### src/rtl/game_session_ctrl_if.sv
// Game session bus: keyboard strobe, engine status and scores in,
// engine resets, video select, score display and high score out.
interface game_session_ctrl_if;
  logic        valid;
  logic [7:0]  keyboard;
  logic [3:0]  game_over;
  logic [13:0] score0;
  logic [13:0] score1;
  logic [13:0] score2;
  logic [13:0] score3;
  logic [3:0]  game_rst;
  logic [2:0]  video_sel;
  logic [13:0] score_out;
  logic [1:0]  active_game;
  logic [13:0] high_score;

  modport master (
    output valid, keyboard, game_over,
    output score0, score1, score2, score3,
    input  game_rst, video_sel, score_out,
    input  active_game, high_score
  );

  modport slave (
    input  valid, keyboard, game_over,
    input  score0, score1, score2, score3,
    output game_rst, video_sel, score_out,
    output active_game, high_score
  );
endinterface

### src/rtl/game_session_ctrl.sv
// Session FSM: blank wait, menu select, run one of four engines,
// death screen. Ports: clk, rst (async high), bus (slave modport).
// Optional macro GAME_HIGH_SCORE_EN keeps a per-engine best-score table.
module game_session_ctrl #(
  parameter int WAIT_CYCLES = 1024,
  parameter int OVER_HOLD   = 4096
) (
  input logic clk,
  input logic rst,
  game_session_ctrl_if.slave bus
);

  localparam int WW = (WAIT_CYCLES > 2) ? $clog2(WAIT_CYCLES) : 1;
  localparam int HW = (OVER_HOLD > 2) ? $clog2(OVER_HOLD) : 1;
  localparam logic [WW-1:0] W_MAX = WW'(WAIT_CYCLES - 1);
  localparam logic [HW-1:0] H_MAX = HW'(OVER_HOLD - 1);

  localparam logic [7:0] K_BRK = 8'hF0;
  localparam logic [7:0] K_E0  = 8'h16;
  localparam logic [7:0] K_E1  = 8'h1E;
  localparam logic [7:0] K_E2  = 8'h26;
  localparam logic [7:0] K_E3  = 8'h25;
  localparam logic [7:0] K_ESC = 8'h76;
  localparam logic [7:0] K_ENT = 8'h5A;

  typedef enum logic [1:0] {
    S_WAIT,
    S_SELECT,
    S_RUN,
    S_OVER
  } state_t;

  state_t       state;
  logic [WW-1:0] wcnt;
  logic [HW-1:0] hcnt;
  logic         brk;
  logic [1:0]   ag;
  logic [13:0]  score_q;
  logic [2:0]   vsel_q;
  logic [3:0]   grst_q;

  logic [13:0] sc [4];
  logic [13:0] cur_score;
  logic        make;
  logic        sel_hit;
  logic [1:0]  sel_idx;
  logic        exit_run;
  logic        enter_ok;

  assign sc[0] = bus.score0;
  assign sc[1] = bus.score1;
  assign sc[2] = bus.score2;
  assign sc[3] = bus.score3;

  assign cur_score = sc[ag];

  // A make code is a valid byte that is neither the break prefix
  // nor the byte consumed right after it.
  assign make = bus.valid && !brk && (bus.keyboard != K_BRK);

  always_comb begin
    sel_hit = 1'b0;
    sel_idx = 2'd0;
    if (make) begin
      case (bus.keyboard)
        K_E0: begin sel_hit = 1'b1; sel_idx = 2'd0; end
        K_E1: begin sel_hit = 1'b1; sel_idx = 2'd1; end
        K_E2: begin sel_hit = 1'b1; sel_idx = 2'd2; end
        K_E3: begin sel_hit = 1'b1; sel_idx = 2'd3; end
        default: ;
      endcase
    end
  end

  // game_over of the active engine and Esc both end the run; when they
  // coincide the key has no further effect.
  assign exit_run = (state == S_RUN) &&
                    (bus.game_over[ag] ||
                     (make && bus.keyboard == K_ESC));

  assign enter_ok = (state == S_OVER) && (hcnt == H_MAX) &&
                    make && (bus.keyboard == K_ENT);

  always_ff @(posedge clk or posedge rst) begin
    if (rst) begin
      state   <= S_WAIT;
      wcnt    <= '0;
      hcnt    <= '0;
      brk     <= 1'b0;
      ag      <= 2'd0;
      score_q <= '0;
      vsel_q  <= 3'd0;
      grst_q  <= 4'hF;
    end else begin
      if (bus.valid)
        brk <= brk ? 1'b0 : (bus.keyboard == K_BRK);
      unique case (state)
        S_WAIT: begin
          if (wcnt == W_MAX) begin
            state  <= S_SELECT;
            vsel_q <= 3'd1;
          end else begin
            wcnt <= wcnt + 1'b1;
          end
        end
        S_SELECT: begin
          if (sel_hit) begin
            state  <= S_RUN;
            ag     <= sel_idx;
            grst_q <= ~(4'b0001 << sel_idx);
            vsel_q <= 3'd2 + {1'b0, sel_idx};
          end
        end
        S_RUN: begin
          score_q <= cur_score;
          if (exit_run) begin
            state  <= S_OVER;
            grst_q <= 4'hF;
            vsel_q <= 3'd6;
            hcnt   <= '0;
          end
        end
        S_OVER: begin
          if (enter_ok) begin
            state  <= S_SELECT;
            vsel_q <= 3'd1;
            hcnt   <= '0;
          end else if (hcnt != H_MAX) begin
            hcnt <= hcnt + 1'b1;
          end
        end
        default: state <= S_WAIT;
      endcase
    end
  end

  assign bus.game_rst    = grst_q;
  assign bus.video_sel   = vsel_q;
  assign bus.score_out   = score_q;
  assign bus.active_game = ag;

`ifdef GAME_HIGH_SCORE_EN
  logic [13:0] tbl [4];
  logic [13:0] hs_q;

  // hs_q mirrors tbl[active_game]; it is reloaded when the engine
  // changes and updated together with the table entry.
  always_ff @(posedge clk or posedge rst) begin
    if (rst) begin
      tbl  <= '{default: '0};
      hs_q <= '0;
    end else begin
      if (state == S_SELECT && sel_hit)
        hs_q <= tbl[sel_idx];
      if (exit_run && (cur_score > tbl[ag])) begin
        tbl[ag] <= cur_score;
        hs_q    <= cur_score;
      end
    end
  end

  assign bus.high_score = hs_q;
`else
  assign bus.high_score = '0;
`endif

endmodule

### src/flat_wrapper.sv
// flat-port wrapper written by rule: the top's interface ports become plain ports
module game_session_ctrl_flat 
#(
  parameter int WAIT_CYCLES = 1024,
  parameter int OVER_HOLD   = 4096
)
  (clk, rst, bus_valid, bus_keyboard, bus_game_over, bus_score0, bus_score1, bus_score2, bus_score3, bus_game_rst, bus_video_sel, bus_score_out, bus_active_game, bus_high_score);
  game_session_ctrl_if bus_i ();
  input logic clk;
  input logic rst;
  input wire logic [$bits(bus_i.valid)-1:0] bus_valid;
  input wire logic [$bits(bus_i.keyboard)-1:0] bus_keyboard;
  input wire logic [$bits(bus_i.game_over)-1:0] bus_game_over;
  input wire logic [$bits(bus_i.score0)-1:0] bus_score0;
  input wire logic [$bits(bus_i.score1)-1:0] bus_score1;
  input wire logic [$bits(bus_i.score2)-1:0] bus_score2;
  input wire logic [$bits(bus_i.score3)-1:0] bus_score3;
  output wire logic [$bits(bus_i.game_rst)-1:0] bus_game_rst;
  output wire logic [$bits(bus_i.video_sel)-1:0] bus_video_sel;
  output wire logic [$bits(bus_i.score_out)-1:0] bus_score_out;
  output wire logic [$bits(bus_i.active_game)-1:0] bus_active_game;
  output wire logic [$bits(bus_i.high_score)-1:0] bus_high_score;
  assign bus_i.valid = bus_valid;
  assign bus_i.keyboard = bus_keyboard;
  assign bus_i.game_over = bus_game_over;
  assign bus_i.score0 = bus_score0;
  assign bus_i.score1 = bus_score1;
  assign bus_i.score2 = bus_score2;
  assign bus_i.score3 = bus_score3;
  assign bus_game_rst = bus_i.game_rst;
  assign bus_video_sel = bus_i.video_sel;
  assign bus_score_out = bus_i.score_out;
  assign bus_active_game = bus_i.active_game;
  assign bus_high_score = bus_i.high_score;
  game_session_ctrl #(.WAIT_CYCLES(WAIT_CYCLES), .OVER_HOLD(OVER_HOLD)) u_core (.clk(clk), .rst(rst), .bus(bus_i));
endmodule
### config.mk
export PLATFORM = sky130hd
export DESIGN_NAME = game_session_ctrl_flat
export DESIGN_NICKNAME = d
export VERILOG_FILES = /design/src/rtl/game_session_ctrl_if.sv /design/src/rtl/game_session_ctrl.sv /design/src/flat_wrapper.sv
export SDC_FILE = /design/constraint.sdc
export NUM_CORES = 1
export LEC_CHECK = 0
export ABC_CLOCK_PERIOD_IN_PS = 2100
export BUFFER_PORTS_ARGS = -buffer_cell sky130_fd_sc_hd__buf_4
export CORE_MARGIN = 2
export CORE_UTILIZATION = 35
export CTS_BUF_LIST = sky130_fd_sc_hd__clkbuf_8
export CTS_CLUSTER_DIAMETER = 80
export CTS_CLUSTER_SIZE = 20
export DETAILED_ROUTE_END_ITERATION = 8
export SETUP_SLACK_MARGIN = 0.4
export SLEW_MARGIN = 20
export SYNTH_ARGS = -nofsm -noshare
export SYNTH_HDL_FRONTEND = slang
export SYNTH_SLANG_ARGS = --single-unit
export TNS_END_PERCENT = 100
### constraint.sdc
create_clock -name clk -period 2.1 [get_ports clk]
set_input_delay 0.315 -clock clk [delete_from_list [all_inputs] [get_ports clk]]
set_output_delay 0.315 -clock clk [all_outputs]
set_load 0.05 [all_outputs]
==> results of run 1 <==
[path summary, 6_finish.rpt]
kind | slack (ps) | end | start | depth (start not counted)
worst min register to register | 480 | u_core.wcnt[9]$_DFFE_PP0P_ | u_core.wcnt[9]$_DFFE_PP0P_ | 1
min in group clk | 240 | u_core.brk$_DFFE_PP0P_ | bus_valid | 2
max in group asynchronous | 1770 | u_core.bus.game_rst[2]$_DFFE_PP1P_ | rst | 3
worst min-delay path | 30 | u_core.wcnt[4]$_DFFE_PP0P_ | rst | 3
worst max register to register | 180 | u_core.bus.video_sel[2]$_DFFE_PP0P_ | u_core.bus.active_game[0]$_DFFE_PP0P_ | 5
worst max-delay path | 180 | u_core.bus.video_sel[2]$_DFFE_PP0P_ | u_core.bus.active_game[0]$_DFFE_PP0P_ | 5
[repair_timing]
item	4_1_cts	5_1_grt
gates cloned	0	1
resized for setup	9	16
setup buffers	5	3
pin swaps	5	7
setup endpoints to repair	23	25
[registers in the layout, summed over array words and instances (netlist names)]
register,flops
u_core.hcnt,12
u_core.wcnt,10
u_core.bus.score_out,14
u_core.bus.video_sel,3
u_core.state,2
u_core.bus.active_game,2
u_core.bus.game_rst,4
u_core.brk,1
[cells in the mapped netlist, drive strengths merged, types with 2 or more instances]
cell and n:
a22o 7, a21oi 6, mux2 20, ha 7, mux2i 2, nor3 2, mux4 15, nand2 19
a21o 2, xor2 5, nand4 5, nor4 2, o21ai 8, nand2b 2, nor4b 2, dfstp 4
and3 2, dfrtp 44, nand3 14, xnor2 6, and2b 3, nor2 15, nor2b 2, clkbuf 3
inv 9, buf 18, and4bb 3, a31oi 4
[worst max-delay path: cells and delay by family (launching register included)]
family,cells,cell delay (ps)
flops,1,390
compound gates,2,440
simple gates,1,160
mux,2,830
[per-stage QoR]
step | worst slack (ps) | power, mW | hold slack (ps)
finish | 179 | 4.92 | 29.3
global route | 93.0 | 5.20 | 47.0
CTS | 118 | 4.82 | 48.2
detailed placement | 40.4 | 3.89 | 385
global placement | 64.5 | 3.85 | 388
floorplan | -132 | 3.14 | 422
[power by group]
group	internal, mW	switching [mW]
combinational	1.19	1.50
clock	0.479	0.326
sequential	1.21	0.209
[placed cells by master (no fill, tap or decap), types with 2 or more instances in the layout]
cell | Yosys | routed
a31oi_1 | 4 | 4
nand3_1 | 14 | 12
o21ai_0 | 8 | 5
and4bb_2 | 3 | 2
a21oi_2 | 0 | 2
inv_2 | 0 | 2
xnor2_1 | 6 | 6
nand2b_1 | 2 | 2
nor3_1 | 2 | 2
and2b_1 | 3 | 3
and3_1 | 2 | 2
mux2_2 | 20 | 18
mux2i_1 | 2 | 2
bufinv_16 | 0 | 2
clkbuf_8 | 0 | 5
dfrtp_1 | 44 | 42
buf_4 | 14 | 115
ha_1 | 7 | 5
buf_6 | 2 | 2
dfstp_2 | 4 | 4
o21ai_1 | 0 | 3
a22o_1 | 7 | 7
dfrtp_2 | 0 | 2
nor2_1 | 15 | 14
nand4_1 | 5 | 5
xor2_1 | 5 | 5
mux2_4 | 0 | 2
nor2b_1 | 2 | 2
a21o_1 | 2 | 2
inv_1 | 9 | 7
a21oi_1 | 6 | 4
nand2_1 | 19 | 19
conb_1 | 1 | 14
mux4_1 | 2 | 2
buf_12 | 0 | 2
mux4_2 | 13 | 13
[area by class of cell]
type | count | area, sq um
Tap cell | 105 | 131
Inverter | 9 | 33.8
Multi-Input combinational cell | 186 | 1680
Clock buffer | 5 | 68.8
Clock inverter | 3 | 68.8
Sequential cell | 48 | 1210
Fill cell | 730 | 4020
Timing Repair Buffer | 119 | 926
[kinds of logic (layout without fill, tap and decap cells)]
logic type | Yosys count | after routing | synth area share
simple gates | 76 | 77 | 0.148
mux | 37 | 37 | 0.203
xor+xnor | 11 | 11 | 0.0331
other cells | 1 | 14 | 0.00129
compound gates | 40 | 40 | 0.108
fa+ha+maj | 7 | 7 | 0.0301
flops | 48 | 48 | 0.415
buf+inv | 30 | 136 | 0.0624
[metal layers]
metal | part of all wire | global-route usage | up-vias
met3 | 0.083 | 0.0340 | 6
met4 | 0.0083 | 0.0386 | 0
met2 | 0.51 | 0.285 | 79
met5 | 0 | 0 | -
met1 | 0.40 | 0.179 | 1142
li1 | - | - | 1140
==> impl_metrics.ini, run 1 <==
[run_status]
status = finished clean

[timing]
hold_violations = 0
post-route-period-util = 0.915
clock_skew_ps = 9.66
finalSetupTns_ps = 0
final.min_clock_period_ps = 1920
rsz0062_at_grt = true
timing.fmax_ghz = 0.521
setup_violations = 0
maxSlewViolCount = 0

[cells_and_area]
post-route-util = 0.506
final_area_sq_mm = 0.00412
drive_gt1_frac = 0.508
final_nets = 447
fin_cells = 475
area_growth_pct = 41.5
n_antenna_cell = 0

[routing]
drc_errors = 0
ant_nets = 0
firstDrtPassIters = 4
viasPerCell = 4.98
detail_route.wirelength_um = 7260
via_count = 2367
drt-initial-drc-count = 81
routedWlPerCell_um = 15.3

[cts]
insertion_delay_ps = 300
clock-sinks = 48
h-tree-depth = 2
root_buffer = clkbuf_8
cts_tree = yes
cts_buffers = 5
cts_hold_buf = 0
cts_buffer_depth = 2
clk_pin_slew_ps = 100

[critical_path]
arrival_ps = 2120
cpPeakStageDelay_ps = 530
crit_required_ps = 2300
critPathLaunchType = flip-flop
crit_chain = mux4_2, a311oi_4, a31o_1, nand3b_4, mux2_4
cp-end-kind = flip-flop
cp_max_fo = 5
critPathKind = flip-flop to flip-flop
critPathSlowestCell = mux4_2

[die]
rows = 33
die_w_um = 95.2
core_sq_mm = 0.00813
die-height_um = 95.2
initial_core_util = 0.358
dieArea_sq_mm = 0.00906
pin_count = 108

[grt]
grt_overflow = 0
grt_pass1_vias = 2324
grt_max_degree = 49
grt_pass1_wl_um = 10900
antenna_found_initial = 0
track_usage = 0.154

[pwr]
p_per_area_mw_per_mm2 = 1190
power_leakage_nw = 1.87
ir_worst_vdd_v = 0.000337

[synthesis]
yosys_warnings = 0
netlist_instances = 250
synth_cell_types = 52
yosys.area.top_type_share = 0.378
yosys-top-cells-area = dfrtp_1 38%, mux4_2 10%, mux2_2 7.7%
synth_edf_count = 0
synth_top_flop_cell = dfrtp_1
ys_seq_elements = 48
synthArstFlopShare = 1.00
synth_largest_area_cell = dfrtp_1
syn_area_sq_mm = 0.00291
synth_sequential_area_ratio = 0.415
syn_avg_cell_area_sq_um = 11.6

[min_path]
hp-class = input pin to asynchronous set/reset pin

[place]
place.port_buffers = 93
place_congestion = 0.835
dp_cells = 458
hpwl_um = 5430
place_area_sq_mm = 0.00380

[flow_run]
max_cap_violations = 0
Note: power is estimated with default switching activity, not from simulation.
==> inputs of run 2 (changes only) <==
==> constraint.sdc (replaced) <==
create_clock -name clk -period 2.1 [get_ports clk]
set_input_delay 0.105 -clock clk [delete_from_list [all_inputs] [get_ports clk]]
set_output_delay 0.105 -clock clk [all_outputs]
set_load 0.05 [all_outputs]
==> run 2 against run 1 <==
  * Clock-buffer cell count unchanged
  * Clock power about the same
  * Sequential power about the same
  * Register-to-register slack hardly changed
  * Sequential cell count unchanged
  * Core utilization increased by 0.37 points
  * Power increased by 0.69%
  * Die area unchanged
  * Critical endpoint is now u_core.state[1]$_DFFE_PP0P_
  * Largest cell class unchanged
==> impl_metrics.ini, run 2 (synthesis results as in run 1) <==
[routing]
detail_route.wirelength_um = 7200
firstDrtPassIters = 4
via_count = 2424
viasPerCell = 5.07
drc_errors = 0
routedWlPerCell_um = 15.1
ant_nets = 0
drt-initial-drc-count = 80

[critical_path]
critPathSlowestCell = mux4_2
critPathLaunchType = flip-flop
cp-end-kind = flip-flop
cp_max_fo = 5
critPathKind = flip-flop to flip-flop
crit_required_ps = 2290
rrSetupSlack_ps = 180
crit_chain = mux4_2, a311oi_4, a31o_1, nand3b_4, mux2_4
crit_start = u_core.bus.active_game[0]$_DFFE_PP0P_
cpPeakStageDelay_ps = 530
rr_worst_depth = 5
arrival_ps = 2110
r2r-end = u_core.state[1]$_DFFE_PP0P_
crit_end = u_core.state[1]$_DFFE_PP0P_
r2r_start = u_core.bus.active_game[0]$_DFFE_PP0P_

[grt]
grt_overflow = 0
grt_pass1_vias = 2418
grt_pass1_wl_um = 11200
busiest_layer = met2
antenna_found_initial = 0
track_usage = 0.156
met1_usage = 0.178
grt_max_degree = 21
grt.met2_usage = 0.287
met3_usage = 0.0372

[cts]
root_buffer = clkbuf_8
clock-sinks = 48
cts_buffers = 5
clk_pin_slew_ps = 90
insertion_delay_ps = 300
cts_tree = yes
h-tree-depth = 2
cts_buffer_depth = 2

[timing]
post-route-period-util = 0.913
timing.fmax_ghz = 0.522
maxSlewViolCount = 0
setup_violations = 0
hold_violations = 0
finalSetupTns_ps = 0
setup_ws_ps = 183
rsz0062_at_grt = true
clock_skew_ps = 5.50
final.min_clock_period_ps = 1920

[min_path]
hp-class = input pin to flip-flop

[pwr]
clkPwrFrac = 0.163
ir_worst_vdd_v = 0.000654
p_switching_mw = 2.05
p_per_area_mw_per_mm2 = 1190
power_leakage_nw = 1.88
total_power_mw = 4.95
seq_power_share = 0.284
p_sw_frac = 0.414
cell_internal_pwr_mw = 2.90
pwr-share-comb = 0.553

[cells_and_area]
area_growth_pct = 42.6
largest_reg_flops = 14
post-route-util = 0.510
drive_gt1_frac = 0.525
layout_common_cells = 118 x buf_4, 42 x dfrtp_1, 18 x nand2_1, 18 x mux2_2
final_nets = 450
n_fill_cell = 728
final_common_cell = buf_4
regArea_sq_mm = 0.00121
multi_input_area_sq_mm = 0.00171
n_antenna_cell = 0

[place]
place.port_buffers = 93
hpwl_um = 5400
place_congestion = 0.859
dpl_worst_slack_ps = 56.3

[die]
die_w_um = 95.2
die-height_um = 95.2
pin_count = 108
dieArea_sq_mm = 0.00906
core_sq_mm = 0.00813
rows = 33
initial_core_util = 0.358

[run_status]
status = finished clean

[flow_run]
max_cap_violations = 0
[run 2: cell count changes in the layout (fill, tap and decap cells not counted), sizes merged]
cell,before,now
buf,119,121
dlygate4sd3,0,1
[run 2: layout make-up]
class	instances	share of cell area
Inverter	9	0.00814
Sequential cell	48	0.291
Timing Repair Buffer	122	0.224
Clock inverter	3	0.0166
Multi-Input combinational cell	186	0.411
Clock buffer	5	0.0166
Tap cell	105	0.0317
[run 2: per-stage QoR]
stage                     std cells  hold slack [ps]  area [sq um]
after floorplan                 263              212          2970
after global placement          456              144          3770
after detailed placement        456              141          3770
after CTS                       472             1.47          4060
after global routing            478             12.9          4150
final                           478             8.68          4150
[run 2: power by group through the flow]
stage	clock network [mW]	registers, mW	logic [mW]
after floorplan	0	2.01	1.12
after global placement	0	1.42	2.42
after detailed placement	0	1.43	2.44
after CTS	0.839	1.41	2.66
after global routing	0.871	1.44	2.92
final	0.808	1.41	2.74
[run 2: worst max-delay path, delay by kind of cell, from the launching register on]
kind	cells	cell delay, ps
compound gates	2	440
flops	1	380
mux	2	830
simple gates	1	160
[run 2: timing repair]
action | in CTS | in global routing
cloned | 1 | 0
pin swaps | 10 | 11
hold endpoints to repair | 18 | 0
setup endpoints to repair | 22 | 25
gates resized for setup | 15 | 15
buffers inserted | 6 | 6
hold buffers | 1 | 0
[run 2: how the worst min path moves through the flow]
| stage | startpoint | to | slack (ps) | depth (start not counted) |
|---|---|---|---|---|
| floorplan | bus_valid | u_core.brk$_DFFE_PP0P_ | 210 | 1 |
| global placement | rst | u_core.wcnt[4]$_DFFE_PP0P_ | 140 | 2 |
| detailed placement | rst | u_core.wcnt[2]$_DFFE_PP0P_ | 140 | 2 |
| CTS | bus_valid | u_core.brk$_DFFE_PP0P_ | 1 | 2 |
| global route | bus_valid | u_core.brk$_DFFE_PP0P_ | 10 | 2 |
| finish | bus_valid | u_core.brk$_DFFE_PP0P_ | 9 | 2 |
[run 2: layer usage]
metal | vias to the layer above | part of all wire
met4 | 0 | 0.015
met3 | 11 | 0.092
met5 | - | 0
li1 | 1149 | -
met1 | 1180 | 0.40
met2 | 84 | 0.49
